File: config.mk
export PLATFORM = sky130hd
export DESIGN_NAME = vga_pattern_gen
export DESIGN_NICKNAME = d
export VERILOG_FILES = /design/src/rtl/vga_pattern_gen.sv
export SDC_FILE = /design/constraint.sdc
export NUM_CORES = 1
export LEC_CHECK = 0
export ABC_AREA = 0
export BUFFER_PORTS_ARGS = -buffer_cell sky130_fd_sc_hd__buf_2
export CORE_MARGIN = 2
export CORE_UTILIZATION = 50
export DETAILED_ROUTE_END_ITERATION = 16
export GPL_ROUTABILITY_DRIVEN = 0
export GPL_TIMING_DRIVEN = 0
export HOLD_SLACK_MARGIN = 0.1
export PLACE_DENSITY = 0.79
export SETUP_SLACK_MARGIN = 0.5
export SYNTH_ARGS = -nofsm -noshare
export SYNTH_HDL_FRONTEND = slang
export SYNTH_SLANG_ARGS = --single-unit
File: constraint.sdc
create_clock -name clk -period 1.9 [get_ports clk]
set_input_delay 0.19 -clock clk [delete_from_list [all_inputs] [get_ports clk]]
set_output_delay 0.19 -clock clk [all_outputs]
set_load 0.005 [all_outputs]
File: src/rtl/vga_pattern_gen.sv
// Registered VGA test-pattern generator: bars, grey ramp, checker, grid, bouncing box and solid colour.
// Define TPG_BOUNCE_BOX_EN to build the animated bouncing box (mode 4); without it mode 4 shows black.
module vga_pattern_gen #(
  parameter int H_ACTIVE    = 640,
  parameter int V_ACTIVE    = 480,
  parameter int X_W         = 10,
  parameter int Y_W         = 10,
  parameter int COLOR_W     = 4,
  parameter int CHECK_SHIFT = 5,
  parameter int GRID_SHIFT  = 6,
  parameter int BOX_SIZE    = 32,
  parameter int BOX_STEP    = 4
) (
  input  logic                 clk,
  input  logic                 reset,
  input  logic                 DE,
  input  logic [X_W-1:0]       x_pixel,
  input  logic [Y_W-1:0]       y_pixel,
  input  logic [2:0]           mode_sel,
  input  logic [3*COLOR_W-1:0] solid_rgb,
  output logic [COLOR_W-1:0]   r_port,
  output logic [COLOR_W-1:0]   g_port,
  output logic [COLOR_W-1:0]   b_port,
  output logic                 de_out,
  output logic                 frame_start,
  output logic [2:0]           active_mode
);

  localparam int BAR_W = H_ACTIVE / 7;
  localparam int PW    = X_W + COLOR_W;
  localparam logic [COLOR_W-1:0] C_FULL = {COLOR_W{1'b1}};
  localparam logic [COLOR_W-1:0] C_ZERO = {COLOR_W{1'b0}};

  logic [2:0]         mode_sync1_r, mode_sync2_r, active_mode_r;
  logic               vblank_s, vblank_d_r, frame_start_r, in_active_s;
  logic [2:0]         bar_idx_s, bar_mask_s;
  logic [PW-1:0]      ramp_prod_s, ramp_quot_s;
  logic [COLOR_W-1:0] ramp_lvl_s;
  logic               checker_on_s, grid_on_s;
  logic [COLOR_W-1:0] r_s, g_s, b_s, r_r, g_r, b_r;
  logic               de_r;

  assign vblank_s    = (y_pixel >= Y_W'(V_ACTIVE));
  // A timing controller asserting DE outside the active window is treated as blanking.
  assign in_active_s = DE && (x_pixel < X_W'(H_ACTIVE)) && (y_pixel < Y_W'(V_ACTIVE));

  // Switch synchroniser, vblank edge detect and frame-boundary mode latch.
  always_ff @(posedge clk or posedge reset) begin
    if (reset) begin
      mode_sync1_r  <= 3'd0;
      mode_sync2_r  <= 3'd0;
      vblank_d_r    <= 1'b0;
      frame_start_r <= 1'b0;
      active_mode_r <= 3'd0;
    end else begin
      mode_sync1_r  <= mode_sel;
      mode_sync2_r  <= mode_sync1_r;
      vblank_d_r    <= vblank_s;
      frame_start_r <= vblank_s & ~vblank_d_r;
      if (frame_start_r) begin
        active_mode_r <= mode_sync2_r;
      end else begin
        active_mode_r <= active_mode_r;
      end
    end
  end

  // Bar index counts crossed thresholds; the last bar absorbs the remainder of the line.
  always_comb begin
    bar_idx_s = 3'd0;
    for (int m = 1; m < 7; m++) begin
      bar_idx_s = bar_idx_s + ((x_pixel >= X_W'(m * BAR_W)) ? 3'd1 : 3'd0);
    end
    case (bar_idx_s)
      3'd0:    bar_mask_s = 3'b111;
      3'd1:    bar_mask_s = 3'b110;
      3'd2:    bar_mask_s = 3'b011;
      3'd3:    bar_mask_s = 3'b010;
      3'd4:    bar_mask_s = 3'b101;
      3'd5:    bar_mask_s = 3'b100;
      3'd6:    bar_mask_s = 3'b001;
      default: bar_mask_s = 3'b000;
    endcase
  end

  assign ramp_prod_s  = PW'(x_pixel) << COLOR_W;
  assign ramp_quot_s  = ramp_prod_s / PW'(H_ACTIVE);
  assign ramp_lvl_s   = (ramp_quot_s > PW'(C_FULL)) ? C_FULL : ramp_quot_s[COLOR_W-1:0];
  assign checker_on_s = x_pixel[CHECK_SHIFT] ^ y_pixel[CHECK_SHIFT];
  assign grid_on_s    = (x_pixel[GRID_SHIFT-1:0] == {GRID_SHIFT{1'b0}}) ||
                        (y_pixel[GRID_SHIFT-1:0] == {GRID_SHIFT{1'b0}}) ||
                        (x_pixel == X_W'(H_ACTIVE - 1)) || (y_pixel == Y_W'(V_ACTIVE - 1));

`ifdef TPG_BOUNCE_BOX_EN
  localparam int X_MAX = H_ACTIVE - BOX_SIZE;
  localparam int Y_MAX = V_ACTIVE - BOX_SIZE;
  localparam logic [COLOR_W-1:0] C_HALF = {1'b1, {(COLOR_W-1){1'b0}}};

  logic [X_W-1:0] box_x_r, box_x_nx_s;
  logic [Y_W-1:0] box_y_r, box_y_nx_s;
  logic           box_x_neg_r, box_x_neg_nx_s, box_y_neg_r, box_y_neg_nx_s;
  logic [X_W:0]   box_x_sum_s;
  logic [Y_W:0]   box_y_sum_s;
  logic           in_box_s;

  assign box_x_sum_s = {1'b0, box_x_r} + (X_W+1)'(BOX_STEP);
  assign box_y_sum_s = {1'b0, box_y_r} + (Y_W+1)'(BOX_STEP);

  // Per-axis bounce: clamp to the edge and reverse, so each edge position lasts one frame.
  always_comb begin
    box_x_nx_s     = box_x_r;
    box_x_neg_nx_s = box_x_neg_r;
    box_y_nx_s     = box_y_r;
    box_y_neg_nx_s = box_y_neg_r;
    if (!box_x_neg_r) begin
      if (box_x_sum_s >= (X_W+1)'(X_MAX)) begin
        box_x_nx_s     = X_W'(X_MAX);
        box_x_neg_nx_s = 1'b1;
      end else begin
        box_x_nx_s     = box_x_sum_s[X_W-1:0];
        box_x_neg_nx_s = 1'b0;
      end
    end else begin
      if (box_x_r <= X_W'(BOX_STEP)) begin
        box_x_nx_s     = {X_W{1'b0}};
        box_x_neg_nx_s = 1'b0;
      end else begin
        box_x_nx_s     = box_x_r - X_W'(BOX_STEP);
        box_x_neg_nx_s = 1'b1;
      end
    end
    if (!box_y_neg_r) begin
      if (box_y_sum_s >= (Y_W+1)'(Y_MAX)) begin
        box_y_nx_s     = Y_W'(Y_MAX);
        box_y_neg_nx_s = 1'b1;
      end else begin
        box_y_nx_s     = box_y_sum_s[Y_W-1:0];
        box_y_neg_nx_s = 1'b0;
      end
    end else begin
      if (box_y_r <= Y_W'(BOX_STEP)) begin
        box_y_nx_s     = {Y_W{1'b0}};
        box_y_neg_nx_s = 1'b0;
      end else begin
        box_y_nx_s     = box_y_r - Y_W'(BOX_STEP);
        box_y_neg_nx_s = 1'b1;
      end
    end
  end

  // Box position advances once per frame regardless of the displayed mode.
  always_ff @(posedge clk or posedge reset) begin
    if (reset) begin
      box_x_r     <= {X_W{1'b0}};
      box_y_r     <= {Y_W{1'b0}};
      box_x_neg_r <= 1'b0;
      box_y_neg_r <= 1'b0;
    end else if (frame_start_r) begin
      box_x_r     <= box_x_nx_s;
      box_y_r     <= box_y_nx_s;
      box_x_neg_r <= box_x_neg_nx_s;
      box_y_neg_r <= box_y_neg_nx_s;
    end else begin
      box_x_r     <= box_x_r;
      box_y_r     <= box_y_r;
      box_x_neg_r <= box_x_neg_r;
      box_y_neg_r <= box_y_neg_r;
    end
  end

  assign in_box_s = ({1'b0, x_pixel} >= {1'b0, box_x_r}) &&
                    ({1'b0, x_pixel} <  ({1'b0, box_x_r} + (X_W+1)'(BOX_SIZE))) &&
                    ({1'b0, y_pixel} >= {1'b0, box_y_r}) &&
                    ({1'b0, y_pixel} <  ({1'b0, box_y_r} + (Y_W+1)'(BOX_SIZE)));
`endif

  // Pattern selection for the pixel currently presented.
  always_comb begin
    r_s = C_ZERO;
    g_s = C_ZERO;
    b_s = C_ZERO;
    if (in_active_s) begin
      case (active_mode_r)
        3'd0: begin
          r_s = {COLOR_W{bar_mask_s[2]}};
          g_s = {COLOR_W{bar_mask_s[1]}};
          b_s = {COLOR_W{bar_mask_s[0]}};
        end
        3'd1: begin
          r_s = ramp_lvl_s;
          g_s = ramp_lvl_s;
          b_s = ramp_lvl_s;
        end
        3'd2: begin
          r_s = checker_on_s ? C_FULL : C_ZERO;
          g_s = checker_on_s ? C_FULL : C_ZERO;
          b_s = checker_on_s ? C_FULL : C_ZERO;
        end
        3'd3: begin
          r_s = grid_on_s ? C_FULL : C_ZERO;
          g_s = grid_on_s ? C_FULL : C_ZERO;
          b_s = grid_on_s ? C_FULL : C_ZERO;
        end
        3'd4: begin
`ifdef TPG_BOUNCE_BOX_EN
          if (in_box_s) begin
            r_s = C_FULL;
            g_s = C_ZERO;
            b_s = C_ZERO;
          end else begin
            r_s = C_ZERO;
            g_s = C_ZERO;
            b_s = C_HALF;
          end
`else
          r_s = C_ZERO;
          g_s = C_ZERO;
          b_s = C_ZERO;
`endif
        end
        3'd5: begin
          r_s = solid_rgb[3*COLOR_W-1:2*COLOR_W];
          g_s = solid_rgb[2*COLOR_W-1:COLOR_W];
          b_s = solid_rgb[COLOR_W-1:0];
        end
        default: begin
          r_s = C_ZERO;
          g_s = C_ZERO;
          b_s = C_ZERO;
        end
      endcase
    end else begin
      r_s = C_ZERO;
      g_s = C_ZERO;
      b_s = C_ZERO;
    end
  end

  // Output register: one cycle of latency from DE/x/y to pins.
  always_ff @(posedge clk or posedge reset) begin
    if (reset) begin
      r_r  <= C_ZERO;
      g_r  <= C_ZERO;
      b_r  <= C_ZERO;
      de_r <= 1'b0;
    end else begin
      r_r  <= r_s;
      g_r  <= g_s;
      b_r  <= b_s;
      de_r <= in_active_s;
    end
  end

  assign r_port      = r_r;
  assign g_port      = g_r;
  assign b_port      = b_r;
  assign de_out      = de_r;
  assign frame_start = frame_start_r;
  assign active_mode = active_mode_r;

endmodule
# ---- Yosys cells after proc, flatten, opt, wreduce, memory -nomap -nowiden
# Index checks and enable logic that the tools add are counted.
dict set report word_totals {
  register_bits 24
  latch_bits 0
  ramBits 0
  rom_bits 0
  input_bits 38
  n_memories 0
}
dict set report op_classes {
  add_sub_neg 5
  mul 0
  div_mod_pow 1
  order_cmp 10
  n_eq_ne 12
  shift 0
  n_mux 16
  bitwise_logic 3
  n_reduce_logical 9
}
# op count
set op_table {}
lappend op_table {{one-hot mux 4 bit (5 select lines)} 3}
lappend op_table {{greater-or-equal comparator 10 x 9 -> 1 bit, second input constant} 4}
lappend op_table {{two-way mux 4 bit} 6}
lappend op_table {{one-hot mux 3 bit (7 select lines)} 1}
lappend op_table {{divider 14 x 10 -> 14 bit, second input constant} 1}
lappend op_table {{> comparator 14 x 4 -> 1 bit, second input constant} 1}
lappend op_table {{== test 3 x 2 -> 1 bit, second input constant} 4}
lappend op_table {{== test 3 bit, second input constant} 4}
lappend op_table {{logical NOT 6 bit} 2}
lappend op_table {{== test 10 bit, second input constant} 1}
lappend op_table {{== test 10 x 9 -> 1 bit, second input constant} 1}
lappend op_table {{greater-or-equal comparator 10 bit, second input constant} 1}
lappend op_table {{greater-or-equal comparator 10 x 7 -> 1 bit, second input constant} 1}
lappend op_table {{greater-or-equal comparator 10 x 8 -> 1 bit, second input constant} 1}
lappend op_table {{less-than comparator 10 bit, second input constant} 1}
lappend op_table {{less-than comparator 10 x 9 -> 1 bit, second input constant} 1}
lappend op_table {{adder 3 x 1 -> 3 bit} 3}
lappend op_table {{== test 3 x 1 -> 1 bit, second input constant} 2}
lappend op_table {{logical NOT 3 bit} 2}
lappend op_table {{two-way mux 1 bit} 6}
lappend op_table {{adder 2 x 1 -> 3 bit} 1}
lappend op_table {{logical OR 1 bit} 3}
lappend op_table {{adder 1 x 1 -> 2 bit} 1}
lappend op_table {{logical AND 1 bit} 2}
lappend op_table {{other kinds (3)} 3}

# ---- Depth between registers and ports, before layout
dict set report depth {
  word_depth 11
  mapped_depth 14
}

# ---- Worst setup path after synthesis
# Ideal clock, no wire load.
dict set report synth_timing {
  path_kind {input-to-reg}
  start {input port x_pixel[4]}
  end {register g_r[1], in the netlist g_port[1]}
  setup_ns 0.082
  t_arrival_ns 3.412
  path_slack_ns -1.594
  path_stages 12
  n_path_buf 1
  path_cell_list {clkbuf_1 > nand2_1 > o21ai_0 > a2111oi_0 > fa_1 > fa_1 > inv_1 > ha_1 > fa_1 > or3_1 > a21o_1 > a31oi_1}
}
dict set report synth_between {
  elab_chain_len 11
  word_cells_on_any_way 39
  classes_between {add/sub: 5; div: 1; order compare: 8; eq/ne: 7; mux: 11; reduce/logical: 7}
}
# item line
set synth_lines {}
lappend synth_lines {{start, declared} 17} ;# input logic [X_W-1:0] x_pixel,
lappend synth_lines {{branches (longest 10 deep; another with divider 14 x 10 -> 14 bit)} n/a}
lappend synth_lines {{two-way mux 4 bit (*)} 182} ;# if (in_active_s) begin
lappend synth_lines {{named net g_s[1]} 40} ;# logic [COLOR_W-1:0] r_s, g_s, b_s, r_r, g_r, b_r;
lappend synth_lines {{end signal, assigned} 248} ;# g_r <= g_s;
lappend synth_lines {{end, declared} 40}
# Mark *: on every way through the listed nets, which the timed path passes.
# A chain may end at the register's enable or synchronous reset.

# ---- Final worst setup path
dict set report layout_timing {
  start {input port x_pixel[6]}
  end {register g_r[1], in the netlist g_port[1]}
}
# The elaborated chain is that of the path after synthesis.

==> impl_metrics.env <==
export IMPL_die_h_um=61.3
export IMPL_drt_wl_total_um=4190
export IMPL_first_global_vias=1505
export IMPL_remaining_drc_errors=0
export IMPL_timing_rr_end="r_port[0]$_DFF_PP0_"
export IMPL_period_share=1.53
export IMPL_relSlewSlack=0.444
export IMPL_grt_use_met1=0.328
export IMPL_grt_max_degree=25
export IMPL_cts_buffers=3
export IMPL_nFillCells=236
export IMPL_ys_flop_type="dfrtp_1"
export IMPL_ant_nets=0
export IMPL_hold_violations=0
export IMPL_grt_total_usage=0.231
export IMPL_htreeDepth=1
export IMPL_initial_core_util=0.533
export IMPL_grt_remaining_overflow=0
export IMPL_busiest_layer="met2"
export IMPL_hold_path_class="input port to flop"
export IMPL_min_from="y_pixel[9]"
export IMPL_end_kind="flop"
export IMPL_use_met2=0.368
export IMPL_num_vias=1788
export IMPL_p_comb_frac=0.399
export IMPL_cts_tree="yes"
export IMPL_min_period_ps=2900
export IMPL_setup_ws_ps=-1000
export IMPL_switching_share=0.329
export IMPL_synth_seq_cells=24
export IMPL_synth_area_sq_mm=0.00164
export IMPL_rrSetupSlack_ps=-100
export IMPL_power_frac_clock=0.156
export IMPL_p_leak_nw=1.02
export IMPL_rr_worst_depth=5
export IMPL_critPathLaunchType="input port"
export IMPL_drt_iter0_drc=62
export IMPL_worst_pin_slew_ps=833
export IMPL_crit_fanout=4
export IMPL_instances_no_fill=305
export IMPL_rsz0062_at_grt="true"
export IMPL_num_io_pins=55
export IMPL_placed_area_sq_mm=0.00205
export IMPL_dr_pass1_iters=5
export IMPL_status="finished, violations left"
export IMPL_dpl_hpwl_um=3140
export IMPL_hold_depth=3
export IMPL_min_to="vblank_d_r$_DFF_PP0_"
export IMPL_violations="negative setup slack"
export IMPL_synth_async_sr_flop_share=1.00
export IMPL_nets=305
export IMPL_power_density_mw_per_mm2=557
export IMPL_drive_above_1_share=0.372
export IMPL_design_area_sq_mm=0.00229
export IMPL_grt_pass1_wl_um=6560
export IMPL_cts_sinks=24
export IMPL_ys_seq_area_frac=0.366
export IMPL_clock_latency_ps=290
export IMPL_syn_nets=236
export IMPL_critical_path_class="input port to flop"
export IMPL_dp_cells=290
export IMPL_crit_arrival_ps=3120
export IMPL_p_int_w=0.000855
export IMPL_yosysWarnings=0
export IMPL_r2r_start="active_mode[2]$_DFFE_PP0P_"
export IMPL_mostFrequentLayoutCells="buf_2 (52), dfrtp_1 (24), nand2_1 (18)"
export IMPL_n_antenna_cell=0
export IMPL_setup_violations=12
export IMPL_routed_via_density=5.86
export IMPL_power_switching_w=0.000420
export IMPL_seqPwrFrac=0.446
export IMPL_synth_cells=194
export IMPL_rows=20
export IMPL_dpl_worst_slack_ps=-1520
export IMPL_synth_cell_types=51
export IMPL_coreArea_sq_mm=0.00308
export IMPL_clk_path_buf_depth=2
export IMPL_synthToLayoutAreaGrowth_pct=39.3
export IMPL_fp_dieW_um=61.3
export IMPL_port_buffers=52
export IMPL_skew_ps=3.61
export IMPL_worstPathRequired_ps=2120
export IMPL_vdd_drop_max_v=0.000578
export IMPL_slew_violations=0
export IMPL_wl_per_cell_um=13.7
export IMPL_postSynthAreaPerCell_sq_um=8.46
export IMPL_met3_usage=0.0462
export IMPL_fmax_mhz=344
export IMPL_final_common_cell="buf_2"
export IMPL_antenna_found_initial=0
export IMPL_synth_edf_count=0
export IMPL_drv_cap=0
export IMPL_path_clk_slew_ps=110
export IMPL_clockRootBuffer="clkbuf_4"
export IMPL_die_area_sq_mm=0.00376
## state kept, by name (all words and copies together), names as in the netlist, 3 cells and up
signal	count
active_mode	3
b_port	4
g_port	4
mode_sync1_r	3
mode_sync2_r	3
r_port	4
## cells by family (layout without fill, tap and decap cells)
logic type / Yosys count / count (layout) / share of synthesized area
AOI/OAI and AO/OA: 66 / 66 / 0.271
xor gates and xnor gates: 2 / 2 / 0.0107
adders and majority gates: 4 / 4 / 0.0442
buffers and inverters: 24 / 91 / 0.0602
DFF: 24 / 24 / 0.366
muxes: 2 / 2 / 0.0137
and+or+nand+nor: 72 / 72 / 0.235
## final cells by class
cell class,count,area (sq um),share of cell area
plain buffers,15,150,0.0656
clock buffers,3,22.5,0.00985
inverters,9,38.8,0.0170
multi-input cells,146,1040,0.456
flip-flops and latches,24,601,0.263
well taps,44,55.1,0.0241
repair buffers,64,377,0.165
## layer usage
metal,wire length [um],vias up
met4,45,0
met2,1940,80
met3,257,7
met1,1940,845
met5,0,-
li1,-,856
## synth_stat cells (2+ instances only)
cell type,count,area (sq um)
dfrtp_1,24,601
nand2_1,19,71.3
a21oi_1,15,75.1
clkbuf_1,13,48.8
nor2_1,12,45.0
a31oi_1,11,68.8
inv_1,9,33.8
o21ai_0,8,40.0
nor3_1,7,35.0
nand3_1,6,30.0
o21ai_1,6,30.0
a21o_1,5,37.5
a211oi_1,3,22.5
and3_1,3,18.8
fa_1,3,60.1
nor2b_1,3,18.8
nor3b_1,3,22.5
nor4_1,3,18.8
o2111ai_1,3,26.3
or3_1,3,18.8
a41oi_1,2,17.5
mux2_2,2,22.5
nand2b_1,2,12.5
o41ai_1,2,17.5
## through the flow
| step | utilization | total power, W | hold WS, ps | setup TNS [ps] |
|---|---|---|---|---|
| floorplan | - | 0.000867 | 205 | -11740 |
| global placement | 0.665 | 0.000994 | 298 | -15600 |
| detailed placement | 0.665 | 0.00100 | 300 | -16010 |
| CTS | 0.733 | 0.00126 | 138 | -10570 |
| global route | 0.743 | 0.00136 | 154 | -11220 |
| finish | 0.743 | 0.00127 | 143 | -10260 |
## critical path: stages
cell       delay, ps
buf_8            100
clkbuf_16        130
clkbuf_16        140
o21bai_4         160
a211oi_2         220
fa_1             460
fa_1             510
inv_2             50
ha_4             140
fa_2             340
or3_4            350
a21o_1           160
a31oi_1          160
## repair_timing
action | 4_1_cts | 5_1_grt
endpoints found under the hold margin | 27 | 0
resized for setup | 22 | 11
hold buffers | 4 | 0
pin swaps | 14 | 11
buffers inserted | 7 | 1
endpoints found under the setup margin | 12 | 12
## power groups by stage
stage / logic (W) / clock network, W / registers (W)
floorplan: 0.000290 / 0 / 0.000577
global placement: 0.000418 / 0 / 0.000576
detailed placement: 0.000425 / 0 / 0.000578
CTS: 0.000487 / 0.000206 / 0.000569
global route: 0.000561 / 0.000221 / 0.000574
finish: 0.000508 / 0.000198 / 0.000568
## worst max path at each step
stage                          start                   to  slack [ps]  cells past startpoint
after global routing      x_pixel[4]  r_port[0]$_DFF_PP0_       -1080                     15
after detailed placement  x_pixel[5]  g_port[0]$_DFF_PP0_       -1520                     14
after CTS                 x_pixel[6]  g_port[1]$_DFF_PP0_       -1020                     13
after floorplan           x_pixel[6]  g_port[1]$_DFF_PP0_       -1160                     12
after global placement    x_pixel[5]  g_port[0]$_DFF_PP0_       -1480                     14
final                     x_pixel[6]  g_port[1]$_DFF_PP0_       -1000                     13
Note: power is estimated with default switching activity, not from simulation.
